--- src/rtl/tim1_cnt_irq.sv ---
// tim1_cnt_irq: timer 1 prescaler, 16-bit up-counter, auto-reload, CC1 compare and IRQ flags
// TIM1_ARPE_EN selects a shadowed (preloaded) auto-reload register
module tim1_cnt_irq #(
    parameter int CNT_W = 16,
    parameter logic [CNT_W-1:0] ARR_RST = 16'hFFFF
) (
    input  logic             clk,
    input  logic             rst,
    input  logic             i_cen,
    input  logic             i_ug,
    input  logic [CNT_W-1:0] i_psc,
    input  logic [CNT_W-1:0] i_arr,
    input  logic [CNT_W-1:0] i_ccr1,
    input  logic             i_uie,
    input  logic             i_cc1ie,
    input  logic             i_sr_wr,
    input  logic [1:0]       i_sr_wdata,
    output logic [CNT_W-1:0] o_cnt,
    output logic             o_uif,
    output logic             o_cc1if,
    output logic             o_irq
);
    logic [CNT_W-1:0] psc_cnt, psc_act, arr_act, cnt_nxt;
    logic tick, wrap, cc1_ev;

    assign tick    = i_cen && psc_cnt == psc_act;
    // Full-scale rollover also counts as an update, for a live ARR lowered below cnt
    assign wrap    = tick && (o_cnt == arr_act || o_cnt == '1);
    assign cnt_nxt = wrap ? '0 : o_cnt + 1'b1;
    assign cc1_ev  = tick && !i_ug && cnt_nxt == i_ccr1 && i_ccr1 <= arr_act;
    assign o_irq   = (o_uif & i_uie) | (o_cc1if & i_cc1ie);

`ifdef TIM1_ARPE_EN
    logic [CNT_W-1:0] arr_sh;
    always_ff @(posedge clk) begin
        if (rst)
            arr_sh <= ARR_RST;
        else if (i_ug || wrap)
            arr_sh <= i_arr;
    end
    assign arr_act = arr_sh;
`else
    assign arr_act = rst ? ARR_RST : i_arr;
`endif

    always_ff @(posedge clk) begin
        if (rst) begin
            o_cnt   <= '0;
            psc_cnt <= '0;
            psc_act <= '0;
            o_uif   <= 1'b0;
            o_cc1if <= 1'b0;
        end else begin
            if (i_ug) begin
                o_cnt   <= '0;
                psc_cnt <= '0;
                psc_act <= i_psc;
            end else if (tick) begin
                o_cnt   <= cnt_nxt;
                psc_cnt <= '0;
                psc_act <= wrap ? i_psc : psc_act;
            end else if (i_cen) begin
                psc_cnt <= psc_cnt + 1'b1;
            end
            // rc_w0 clear; a same-cycle set takes priority
            o_uif   <= i_ug || wrap || (o_uif && !(i_sr_wr && !i_sr_wdata[0]));
            o_cc1if <= cc1_ev || (o_cc1if && !(i_sr_wr && !i_sr_wdata[1]));
        end
    end
endmodule

--- config.mk ---
export PLATFORM = sky130hd
export DESIGN_NAME = tim1_cnt_irq
export DESIGN_NICKNAME = d
export VERILOG_FILES = /design/src/rtl/tim1_cnt_irq.sv
export SDC_FILE = /design/constraint.sdc
export NUM_CORES = 1
export LEC_CHECK = 0
export BUFFER_PORTS_ARGS = -buffer_cell sky130_fd_sc_hd__buf_4
export CORE_MARGIN = 5
export CORE_UTILIZATION = 60
export CTS_CLUSTER_DIAMETER = 120
export DETAILED_ROUTE_END_ITERATION = 10
export HOLD_SLACK_MARGIN = 0.06
export PLACE_DENSITY = 0.94
export SYNTH_ARGS = -nofsm -noshare
export SYNTH_HDL_FRONTEND = slang
export SYNTH_SLANG_ARGS = --single-unit
--- constraint.sdc ---
create_clock -name clk -period 5.1 [get_ports clk]
set_input_delay 1.02 -clock clk [delete_from_list [all_inputs] [get_ports clk]]
set_output_delay 1.02 -clock clk [all_outputs]
set_load 0.05 [all_outputs]
Word-level counts from Yosys, hierarchy flattened

Index checks and enable logic that the tools add are counted.

Register bits after elaboration: 50
Output and inout port bits: 19
Word-level logic and storage cells: 43

Add/subtract/negate cells: 2
Order comparisons: 1
Equal/unequal tests: 4
Muxes and demuxes: 5
Bitwise operators: 3
Reduce and logical (&&, ||, !) cells: 23

Operator list:

| cell                    | number |
|---|---|
| $mux W16                | 5 |
| $eq A16 B16 Y1          | 3 |
| $add A16 B1 Y16 const B | 2 |
| $eq A16 B16 Y1 const B  | 1 |
| $le A16 B16 Y1          | 1 |
| $logic_and A1 B1 Y1     | 9 |
| $logic_not A1 Y1        | 5 |
| $logic_or A1 B1 Y1      | 4 |
| $reduce_bool A2 Y1      | 2 |
| $reduce_or A3 Y1        | 1 |
| $and A1 B1 Y1           | 2 |
| $reduce_and A2 Y1       | 1 |
| $reduce_or A2 Y1        | 1 |
| $or A1 B1 Y1            | 1 |

Logic depth before layout (Yosys ltp)

Gate-level depths: netlist (run 1).

Word-level depth: 9
Depth in mapped cells: 13
Depth with buffers taken out: 11

Least setup slack after synthesis (run 1)

No wires, ideal clock.

Path type: input port to flip-flop
From: input rst
To: register o_cc1if
Setup time: 87 ps
Arrival time: 3272 ps
Required time: 5013 ps
Path slack: 1741 ps
Stages on the path: 13
Path buffers: 3
Path through: buf_6 buf_6 clkbuf_1 nor2_1 ha_1 nand4_1 or2_2 nor3_1 a21oi_1 nand4b_1 a2111oi_0 nand4bb_1 o31ai_1

Cells in the longest elaborated chain, start to end: 9

RTL lines:

| element                           | RTL line | text |
|---|---|---|
| start: declaration                | 8        | `input logic rst,` |
| $mux W16                          | 43       | `assign arr_act = rst ? ARR_RST : i_arr;` |
| $eq A16 B16 Y1                    | 28       | `assign wrap = tick && (o_cnt == arr_act \|\| o_cnt == '1);` |
| $logic_or A1 B1 Y1                | 28       |  |
| $logic_and A1 B1 Y1               | 28       |  |
| $mux W16                          | 29       | `assign cnt_nxt = wrap ? '0 : o_cnt + 1'b1;` |
| $eq A16 B16 Y1                    | 30       | `assign cc1_ev = tick && !i_ug && cnt_nxt == i_ccr1 && i_ccr1 <= arr_act;` |
| $logic_and A1 B1 Y1 (2 in series) | 30       |  |
| $logic_or A1 B1 Y1                | 67       | `o_cc1if <= cc1_ev \|\| (o_cc1if && !(i_sr_wr && !i_sr_wdata[1]));` |
| end signal: assignment            | 67       |  |
| end: declaration                  | 20       | `output logic o_cc1if,` |

Parallel ways exist; a longest one is shown, timed or not.
A chain may end at the register's enable or synchronous reset.

Worst setup path after layout (run 1)

From: input rst
To: register psc_act[8]

Cells in the longest elaborated chain, start to end: 6

RTL lines:

| element                      | RTL line | text |
|---|---|---|
| $mux W16                     | 43       |  |
| $eq A16 B16 Y1               | 28       |  |
| $logic_or A1 B1 Y1           | 28       |  |
| $logic_and A1 B1 Y1          | 28       |  |
| $reduce_bool A2 Y1 (no line) | n/a      |  |
| $reduce_and A2 Y1 (no line)  | n/a      |  |
| end signal: assignment       | 57       | `psc_act <= i_psc;` |
| end signal: assignment       | 61       | `psc_act <= wrap ? i_psc : psc_act;` |
| end: declaration             | 23       | `logic [CNT_W-1:0] psc_cnt, psc_act, arr_act, cnt_nxt;` |

Parallel ways exist; a longest one is shown, timed or not.

==> impl_results.md, run 1 <==
* Slew margin rel. at 49.2%
* Reported leakage power at 0.00174 uW
* Clock latency at the later pin of the worst-skew pair at 0.32 ns
* Post-CTS Setup Repair Bufs at 0
* EDFF count, synth at 0
* Worst Skew at 0.0115 ns
* Starting DRT DRC Count at 384
* Clk network pwr share at 35.0%
* Worst setup EP type: flop
* First-pass GRT wire length at 17,400 um
* Final setup fails at 0
* Worst-path fanout max at 58
* CP Data Arrival Time at 3.63 ns
* Proportion of layout cells with a drive suffix above 1 at 19.0%
* Hold Path Cell Cnt at 2
* RSZ-0062 raised after global routing: no
* Post-DP HPWL at 8830 um
* Layout Cells excl Fill at 601
* Nets at 600
* HP Class: flop to flop
* CTS resizes at 0
* Post-Syn Area per Cell at 8.08 um^2
* GRT Resource Usage Total at 28.0%
* Setup TNS at 0 ns
* Die Y at 89.3 um
* Clock Pin Slew Worst Setup and Hold Paths at 0.10 ns
* Antenna cells at 0
* Syn Nets at 542
* Post-Place Cells at 593
* Number of global-route vias before repair at 3,687
* Largest net degree at the start of global routing at 59
* Global route overflow at 0
* Outcome: finished clean
* Sequential power share at 47.3%
* Max-slew violations at 0
* Bufs on Longest Clock Path at 2
* Warnings from Yosys at 0
* DRT antenna net count at 0
* Period utilisation layout at 67.4%
* Post-layout min period at 3.44 ns
* Gate Count Post-Synth at 467
* Max_cap viols at 0
* Area delta synth->final at 16.5%
* Fraction of registers with async set or reset after synthesis at 0%
* Cells on worst reg2reg path at 8
* Core Util, Final at 72.9%
* CP Class: primary input to flop
* I/O Buffers at 75
* Routed wire length at 11,100 um
* DRC viols at 0
* Initial antenna violation count at 0
* Via count at 3,801
* Final hold violations at 0
* CTS tree: yes
* Initial Util at 62.6%
* Power Density at 196 nW/um^2
* Register area share after synthesis at 26.5%
* Die ar. at 7970 um^2
* Leading area contributor after synthesis: dfxtp_1
* I/O pins at 76
* Logic gate share of total power at 17.7%
* Commonest cells post-synth: nor2_1 (78), dfxtp_1 (50), nand2_1 (36)
* CTS Root Buffer Type: clkbuf_8
* CTS sink cnt at 50
* GPL Wtd Cong at 0.994
* CP most frequent cell: nor2_1
* Ys flop type: dfxtp_1
* Netlist cell types at 60
* Worst path max stage delay at 0.63 ns
* Internal power at 632 uW
* Vias/cell at 6.32
* Cts bufs inserted at 5
* Req. time, crit path at 5.29 ns
* Critical path startpoint category: primary input
* Synth top area share at 26.5%
* Register bit total from synthesis at 50
* Top-count cell post-synth: nor2_1
* Power, Total at 861 uW
* Hold WS at 0.525 ns
* Net Sw Frac at 26.6%
* Die width at 89.3 um
* CTS H-Tree Depth at 2
* DR pass1 iterations at 6
* Hold buffer count at CTS at 0
* Post-Syn Area at 3770 um^2
* Synth top area cells: dfxtp_1 (27%), nor2_1 (7.8%), xnor2_1 (7.2%), ha_1 (6.0%), xor2_1 (5.3%)
* Worst-Margin Slew at 0.755 ns
* # rows at 28
* Max VDD drop at 0.219 mV
* F_max at 291 MHz
* Slowest CP cell: a21oi_4
* Core box area at 6030 um^2
* Routed wire length per instance at 18.4 um
* Critical-path cell list: buf_4, nor2_1, and4_4, o32ai_4, nor4_4, or2_1, a21oi_4, mux2i_1, nor2_1
* Sw power at 229 uW
## placed cells by master (no fill, tap or decap), types with 7 or more instances in the layout
cell type | synthesis | final
nor2_1 | 78 | 78
or3_1 | 9 | 9
o21ai_0 | 12 | 12
nand3_1 | 15 | 15
xnor2_1 | 31 | 31
xor2_1 | 23 | 23
ha_1 | 18 | 18
a21oi_1 | 27 | 27
inv_1 | 11 | 11
nor4_1 | 8 | 8
nand4bb_1 | 7 | 7
nand4_1 | 14 | 14
buf_4 | 1 | 75
o21ai_1 | 9 | 9
mux2i_1 | 17 | 17
dfxtp_1 | 50 | 50
o22ai_1 | 9 | 9
nand2_1 | 36 | 36
## per-stage QoR
step                      cell area [um^2]  worst slack, ns
after detailed placement              4270             1.37
after floorplan                       3770             1.74
after global placement                4270             1.44
after global routing                  4390             1.53
final                                 4390             1.66
after CTS                             4390             1.71
## critical path, delay by kind of cell
family	cells	cell delay (ns)
buffers and inverters	1	0.44
muxes	1	0.29
AOI/OAI and AO/OA	2	0.94
and+or+nand+nor	5	0.89
## path summary, 6_finish.rpt
| check | start | endpoint | slack, ns |
|---|---|---|---|
| max | rst | psc_act[8] | 1.66 |
| min | o_uif | o_uif | 0.53 |
| max reg2reg | o_cnt[0] | psc_act[8] | 2.11 |
| min reg2reg | o_uif | o_uif | 0.53 |
## final cells by class
class,count,area [um^2]
Clock buffer,6,82.6
Clock inverter,2,38.8
Sequential cell,50,1000
Multi-Input combinational cell,381,2560
Fill cell,451,1630
Tap cell,75,93.8
Timing Repair Buffer,75,563
Inverter,12,50.0
## layer usage
| layer | global-route usage (%) | routed length [um] | vias up |
|---|---|---|---|
| met2 | 46.6 | 5120 | 221 |
| met4 | 7.31 | 198 | 0 |
| met1 | 37.6 | 4590 | 1771 |
| met5 | 0 | 0 | - |
| li1 | - | - | 1785 |
| met3 | 4.61 | 1150 | 24 |
## power groups by stage
stage	Sequential, uW	Clock, uW	Combinational, uW
floorplan	415	0	84.3
finish	407	301	153
global route	408	325	166
global placement	415	0	143
CTS	407	304	150
detailed placement	415	0	150
## sequential cells by signal (all words and copies together), names as in the netlist
| register | count |
|---|---|
| o_uif | 1 |
| o_cc1if | 1 |
| o_cnt | 16 |
| psc_cnt | 16 |
| psc_act | 16 |
## cell families (layout without fill, tap and decap cells)
kind of cell | Yosys count | in the layout | synth area share, %
AO/OA/AOI/OAI | 86 | 86 | 15.8
flip-flops | 50 | 50 | 26.5
XOR/XNOR | 54 | 54 | 12.5
adder cells (fa/ha/maj) | 18 | 18 | 5.97
AND/OR/NAND/NOR | 206 | 206 | 29.2
multiplexers | 17 | 17 | 4.51
buffers and inverters | 36 | 95 | 5.47
No activity file was read; power rests on OpenSTA's default activity.
==> run 2, diff against run 1 <==
--- a/config.mk
+++ b/config.mk
@@ -7,11 +7,11 @@
 export LEC_CHECK = 0
 export BUFFER_PORTS_ARGS = -buffer_cell sky130_fd_sc_hd__buf_4
 export CORE_MARGIN = 5
-export CORE_UTILIZATION = 60
+export CORE_UTILIZATION = 51
 export CTS_CLUSTER_DIAMETER = 120
 export DETAILED_ROUTE_END_ITERATION = 10
 export HOLD_SLACK_MARGIN = 0.06
-export PLACE_DENSITY = 0.94
+export PLACE_DENSITY = 0.86
 export SYNTH_ARGS = -nofsm -noshare
 export SYNTH_HDL_FRONTEND = slang
 export SYNTH_SLANG_ARGS = --single-unit
==> constraint.sdc (replaced) <==
create_clock -name clk -period 2.8 [get_ports clk]
set_input_delay 0.56 -clock clk [delete_from_list [all_inputs] [get_ports clk]]
set_output_delay 0.56 -clock clk [all_outputs]
set_load 0.05 [all_outputs]
==> impl_results.md, run 2 (synthesis results as in run 1) <==
* Max VDD drop at 0.265 mV (+21%)
* Post-DP HPWL at 8490 um (-3.9%)
* GPL Wtd Cong at 0.940 (-5.4%)
* Clock latency at the later pin of the worst-skew pair at 0.31 ns (about the same)
* F_max at 367 MHz
* Max-slew violations at 0 (unchanged)
* Max_cap viols at 0 (unchanged)
* CTS H-Tree Depth at 2 (unchanged)
* Final hold violations at 0 (unchanged)
* Worst Skew at 0.0190 ns (+0.00753 ns)
* Clock Pin Slew Worst Setup and Hold Paths at 0.10 ns (about the same)
* DRT antenna net count at 0 (unchanged)
* Largest net degree at the start of global routing at 23 (-61%)
* Sequential power share at 46.8% (-0.5 points)
* I/O pins at 76 (unchanged)
* Routed wire length at 10,700 um (-2.8%)
* GRT Resource Usage Total at 23.0% (-5.0 points)
* Commonest non-fill, non-tap cell in the layout: buf_4
* Initial antenna violation count at 0 (unchanged)
* Outcome: finished clean
* Hold buffer count at CTS at 0 (unchanged)
* Hold WS at 0.474 ns (-0.0509 ns)
* Number of global-route vias before repair at 3,741 (+1.5%)
* CP Data Arrival Time at 2.93 ns (-0.70 ns)
* Die width at 96.0 um (+7.5%)
* # rows at 31 (+11%)
* Worst-Margin Slew at 0.624 ns (-0.131 ns)
* Sw power at 416 uW (+82%)
* Power Density at 335 nW/um^2 (+71%)
* DR pass1 iterations at 5 (-1)
* Vias/cell at 5.93 (-6.2%)
* Setup TNS at 0 ns (unchanged)
* CTS Root Buffer Type: clkbuf_8
* Req. time, crit path at 3.00 ns (-2.29 ns)
* Commonest non-fill, non-tap cells in the layout: buf_4 (106), nor2_1 (78), dfxtp_1 (46), nand2_1 (36), xnor2_1 (31)
* Layout filler cell count at 616 (+37%)
* Clk network pwr share at 34.7% (-0.3 points)
* I/O Buffers at 75 (unchanged)
* Starting DRT DRC Count at 286 (-26%)
* HP Class: primary input to flop
* Nets at 632 (+5.3%)
* Die Y at 96.0 um (+7.5%)
* Initial Util at 52.3% (-10 points)
* Proportion of layout cells with a drive suffix above 1 at 25.1% (+6.1 points)
* Logic gate share of total power at 18.5% (+0.8 points)
* Cts bufs inserted at 5 (unchanged)
* CTS sink cnt at 50 (unchanged)
* Layout Cells excl Fill at 657 (+9.3%)
* Area delta synth->final at 25.0%
* Internal power at 1160 uW (+84%)
* Die ar. at 9210 um^2 (+16%)
* Final setup fails at 0 (unchanged)
* First-pass GRT wire length at 16,800 um (-3.4%)
* CP Class: primary input to flop
* Antenna cells at 0 (unchanged)
* Worst-path fanout max at 22 (-62%)
* Via count at 3,896 (+2.5%)
* Bufs on Longest Clock Path at 2 (unchanged)
* Worst setup EP type: flop
* Post-layout min period at 2.73 ns
* CTS tree: yes
* DRC viols at 0 (unchanged)
* Largest registers: o_cnt x16, psc_act x16, psc_cnt x16
* Slew margin rel. at 58.2% (+9.1 points)
* Post-Place Cells at 647 (+9.1%)
* Core box area at 7210 um^2 (+20%)
* Routed wire length per instance at 16.4 um (-11%)
* Global route overflow at 0 (unchanged)
* Critical path startpoint category: primary input
* Reported leakage power at 0.00191 uW (+10%)
* Net Sw Frac at 26.3% (-0.27 points)
* Period utilisation layout at 97.4%
==> run 2: area by class of cell <==
type	count	area, um^2	area share [%]
tap	99	124	2.63
timing repair buffer	107	816	17.3
clock buffer	6	82.6	1.75
inverter	12	50.0	1.06
clock inverter	2	38.8	0.823
multi-input combinational	381	2590	55.1
sequential	50	1010	21.3
==> run 2: worst paths after layout <==
check / start / to / slack [ns] / cells after the start
setup / recovery: rst / o_cc1if / 0.07 / 10
hold / removal: i_psc[8] / psc_act[8] / 0.47 / 3
setup reg to reg: o_cnt[9] / o_cc1if / 0.22 / 8
hold reg to reg: o_uif / o_uif / 0.51 / 2
==> run 2: critical path, stage by stage <==
cell and delay (ns):
buf_4 0.19, buf_4 0.17, or3_1 0.36, o22ai_2 0.20, o32ai_4 0.14, nor4_4 0.44
o21ai_1 0.24, buf_4 0.20, a22oi_1 0.29, o31ai_1 0.12
==> run 2: power by group through the flow <==
| stage | Combinational [uW] | Clock, uW | Sequential [uW] |
|---|---|---|---|
| floorplan | 154 | 0 | 757 |
| global route | 317 | 582 | 742 |
| global placement | 272 | 0 | 756 |
| finish | 292 | 549 | 740 |
| detailed placement | 283 | 0 | 757 |
| CTS | 285 | 557 | 740 |
==> run 2: layer usage <==
| layer | track usage (%) | part of all wire (%) | vias to the layer above |
|---|---|---|---|
| met5 | 0 | 0 | - |
| met4 | 11.1 | 4.0 | 0 |
| met3 | 2.89 | 5.9 | 35 |
| met2 | 41.2 | 50 | 166 |
| met1 | 26.9 | 40 | 1846 |
| li1 | - | - | 1849 |
==> run 2: timing repair <==
action	in CTS	in global routing
endpoints found under the setup margin	0	18
resized for setup	0	11
buffers inserted	0	2
==> run 2: metrics by stage <==
stage	setup slack [ns]	util, %	power [uW]	cell area, um^2
floorplan	0.0146	-	910	3770
global placement	-0.182	62.7	1030	4530
detailed placement	-0.195	62.7	1040	4530
CTS	0.115	64.4	1580	4650
global route	-0.00358	65.3	1640	4710
finish	0.0726	65.3	1580	4710
==> run 3, diff against run 2 <==
--- a/config.mk
+++ b/config.mk
@@ -6,6 +6,7 @@
 export NUM_CORES = 1
 export LEC_CHECK = 0
 export BUFFER_PORTS_ARGS = -buffer_cell sky130_fd_sc_hd__buf_4
+export CORE_ASPECT_RATIO = 0.5
 export CORE_MARGIN = 5
 export CORE_UTILIZATION = 51
 export CTS_CLUSTER_DIAMETER = 120
==> impl_results.md, run 3 (synthesis results as in run 1) <==
* Global route overflow at 0 (unchanged)
* Slew margin rel. at 52.3% (-6.0 points)
* Layout Cells excl Fill at 653 (-0.61%)
* CP Data Arrival Time at 2.86 ns (-0.07 ns)
* Routed wire length per instance at 16.0 um (-1.9%)
* Area delta synth->final at 24.9% (about the same)
* Worst-path fanout max at 9 (-59%)
* Routed wire length at 10,500 um (-2.5%)
* I/O pins at 76 (unchanged)
* Largest net degree at the start of global routing at 27 (+17%)
* DRC viols at 0 (unchanged)
* Commonest non-fill, non-tap cell in the layout: buf_4
* Worst-Margin Slew at 0.714 ns (+0.0903 ns)
* Cts bufs inserted at 5 (unchanged)
* CTS Root Buffer Type: clkbuf_16
* Number of global-route vias before repair at 3,533 (-5.6%)
* Clock latency at the later pin of the worst-skew pair at 0.30 ns (about the same)
* Final setup fails at 0 (unchanged)
* Proportion of layout cells with a drive suffix above 1 at 24.1% (-1.0 points)
* GRT Resource Usage Total at 21.4% (-1.6 points)
* Reg area at 1000 um^2 (-0.37%)
* Worst setup EP type: flop
* CTS sink cnt at 50 (unchanged)
* Hold buffer count at CTS at 0 (unchanged)
* CTS tree: yes
* Largest registers: o_cnt x16, psc_act x16, psc_cnt x16
* Max_cap viols at 0 (unchanged)
* Starting DRT DRC Count at 344 (+20%)
* Vias/cell at 5.84 (-1.5%)
* Req. time, crit path at 3.00 ns (about the same)
* Core box area at 7270 um^2 (+0.73%)
* Initial antenna violation count at 0 (unchanged)
* Clock Pin Slew Worst Setup and Hold Paths at 0.07 ns (-0.03 ns)
* Worst Skew at 0.00928 ns (-0.00974 ns)
* Power Density at 351 nW/um^2 (+4.8%)
* Commonest non-fill, non-tap cells in the layout: buf_4 (105), nor2_1 (78), dfxtp_1 (49), nand2_1 (36), xnor2_1 (31)
* Outcome: finished clean
* Critical path startpoint category: flop
* Core Util, Final at 64.8% (-0.51 points)
* Antenna cells at 0 (unchanged)
* Die ar. at 9320 um^2 (+1.1%)
* Post-DP Area at 4520 um^2 (about the same)
* Post-DP HPWL at 8280 um (-2.4%)
* Post-layout min period at 2.66 ns (-0.0690 ns)
* Layout filler cell count at 612 (-0.65%)
* I/O Buffers at 75 (unchanged)
* DR pass1 iterations at 5 (unchanged)
* CP Class: flop to flop
* Bufs on Longest Clock Path at 2 (unchanged)
* Fin area at 4710 um^2 (about the same)
* DRT antenna net count at 0 (unchanged)
* # rows at 22 (-29%)
* Via count at 3,816 (-2.1%)
* Initial Util at 51.9% (-0.38 points)
* Max-slew violations at 0 (unchanged)
* Max VDD drop at 0.247 mV (-6.7%)
* Die Y at 70.8 um (-26%)
* F_max at 376 MHz (+2.6%)
* HP Class: primary input to flop
* First-pass GRT wire length at 16,600 um (-1.3%)
* GPL Wtd Cong at 0.960 (+2.2%)
* Post-Place Cells at 644 (-0.46%)
* Hold WS at 0.491 ns (+0.0171 ns)
* Area occupied by multi-input gates at 2580 um^2 (-0.43%)
* Period utilisation layout at 94.9% (-2.5 points)
* Final hold violations at 0 (unchanged)
* Reported leakage power at 0.00192 uW (+0.35%)
* Nets at 631 (-0.16%)
* Die width at 132 um (+37%)
* CTS H-Tree Depth at 2 (unchanged)
## run 3: cell types whose count changed in the layout (fill, tap and decap cells not counted), sizes merged
cell / before / now
bufinv: 1 / 0
clkbuf: 6 / 5
inv: 12 / 13
clkinv: 1 / 2
buf: 107 / 106
## run 3: report_power, final
part / total [uW] / internal [uW] / switching [uW]
combinational: 285 / 139 / 146
sequential: 739 / 727 / 12.7
clock: 631 / 343 / 288
total: 1660 / 1210 / 447
## run 3: critical path, stage by stage (launching register included)
cell       delay [ns]
dfxtp_2          0.44
ha_1             0.31
nand3_2          0.19
nor3_1           0.29
xnor2_1          0.19
a22oi_1          0.22
nand3_1          0.11
a2111oi_1        0.37
nand4bb_1        0.20
o31ai_2          0.24
## run 3: through the flow
stage	TNS (ns)	total power, uW	setup WS, ns
floorplan	0	910	0.0146
CTS	0	1670	0.0879
global placement	-0.628	1030	-0.123
finish	0	1660	0.142
global route	-0.00613	1720	-0.00613
detailed placement	-2.74	1040	-0.174
## run 3: worst paths after layout
kind              depth (start not counted)           to       from  slack (ns)
setup reg to reg                          9      o_cc1if   o_cnt[0]        0.14
setup / recovery                          9      o_cc1if   o_cnt[0]        0.14
hold / removal                            3  psc_act[15]  i_psc[15]        0.49
hold reg to reg                           2        o_uif      o_uif        0.51
## run 3: what timing repair did
action,CTS,global route
buffers inserted,0,1
endpoints found under the setup margin,1,2
pin swaps,0,1
gates cloned,0,0
resized for setup,1,6
## run 3: layer usage
layer | global-route usage, % | vias to the layer above | part of all wire, %
met5 | 0 | - | 0
met2 | 34.9 | 163 | 46
met3 | 3.98 | 28 | 7.0
li1 | - | 1849 | -
met4 | 9.69 | 0 | 2.8
met1 | 27.8 | 1776 | 44
## run 3: cell type report
| type | instances | share of cell area, % |
|---|---|---|
| multi-input cells | 381 | 54.9 |
| clock buffers | 5 | 2.66 |
| clock inverters | 3 | 0.611 |
| repair buffers | 106 | 17.0 |
| well taps | 96 | 2.55 |
| flip-flops and latches | 50 | 21.3 |
| inverters | 12 | 1.06 |
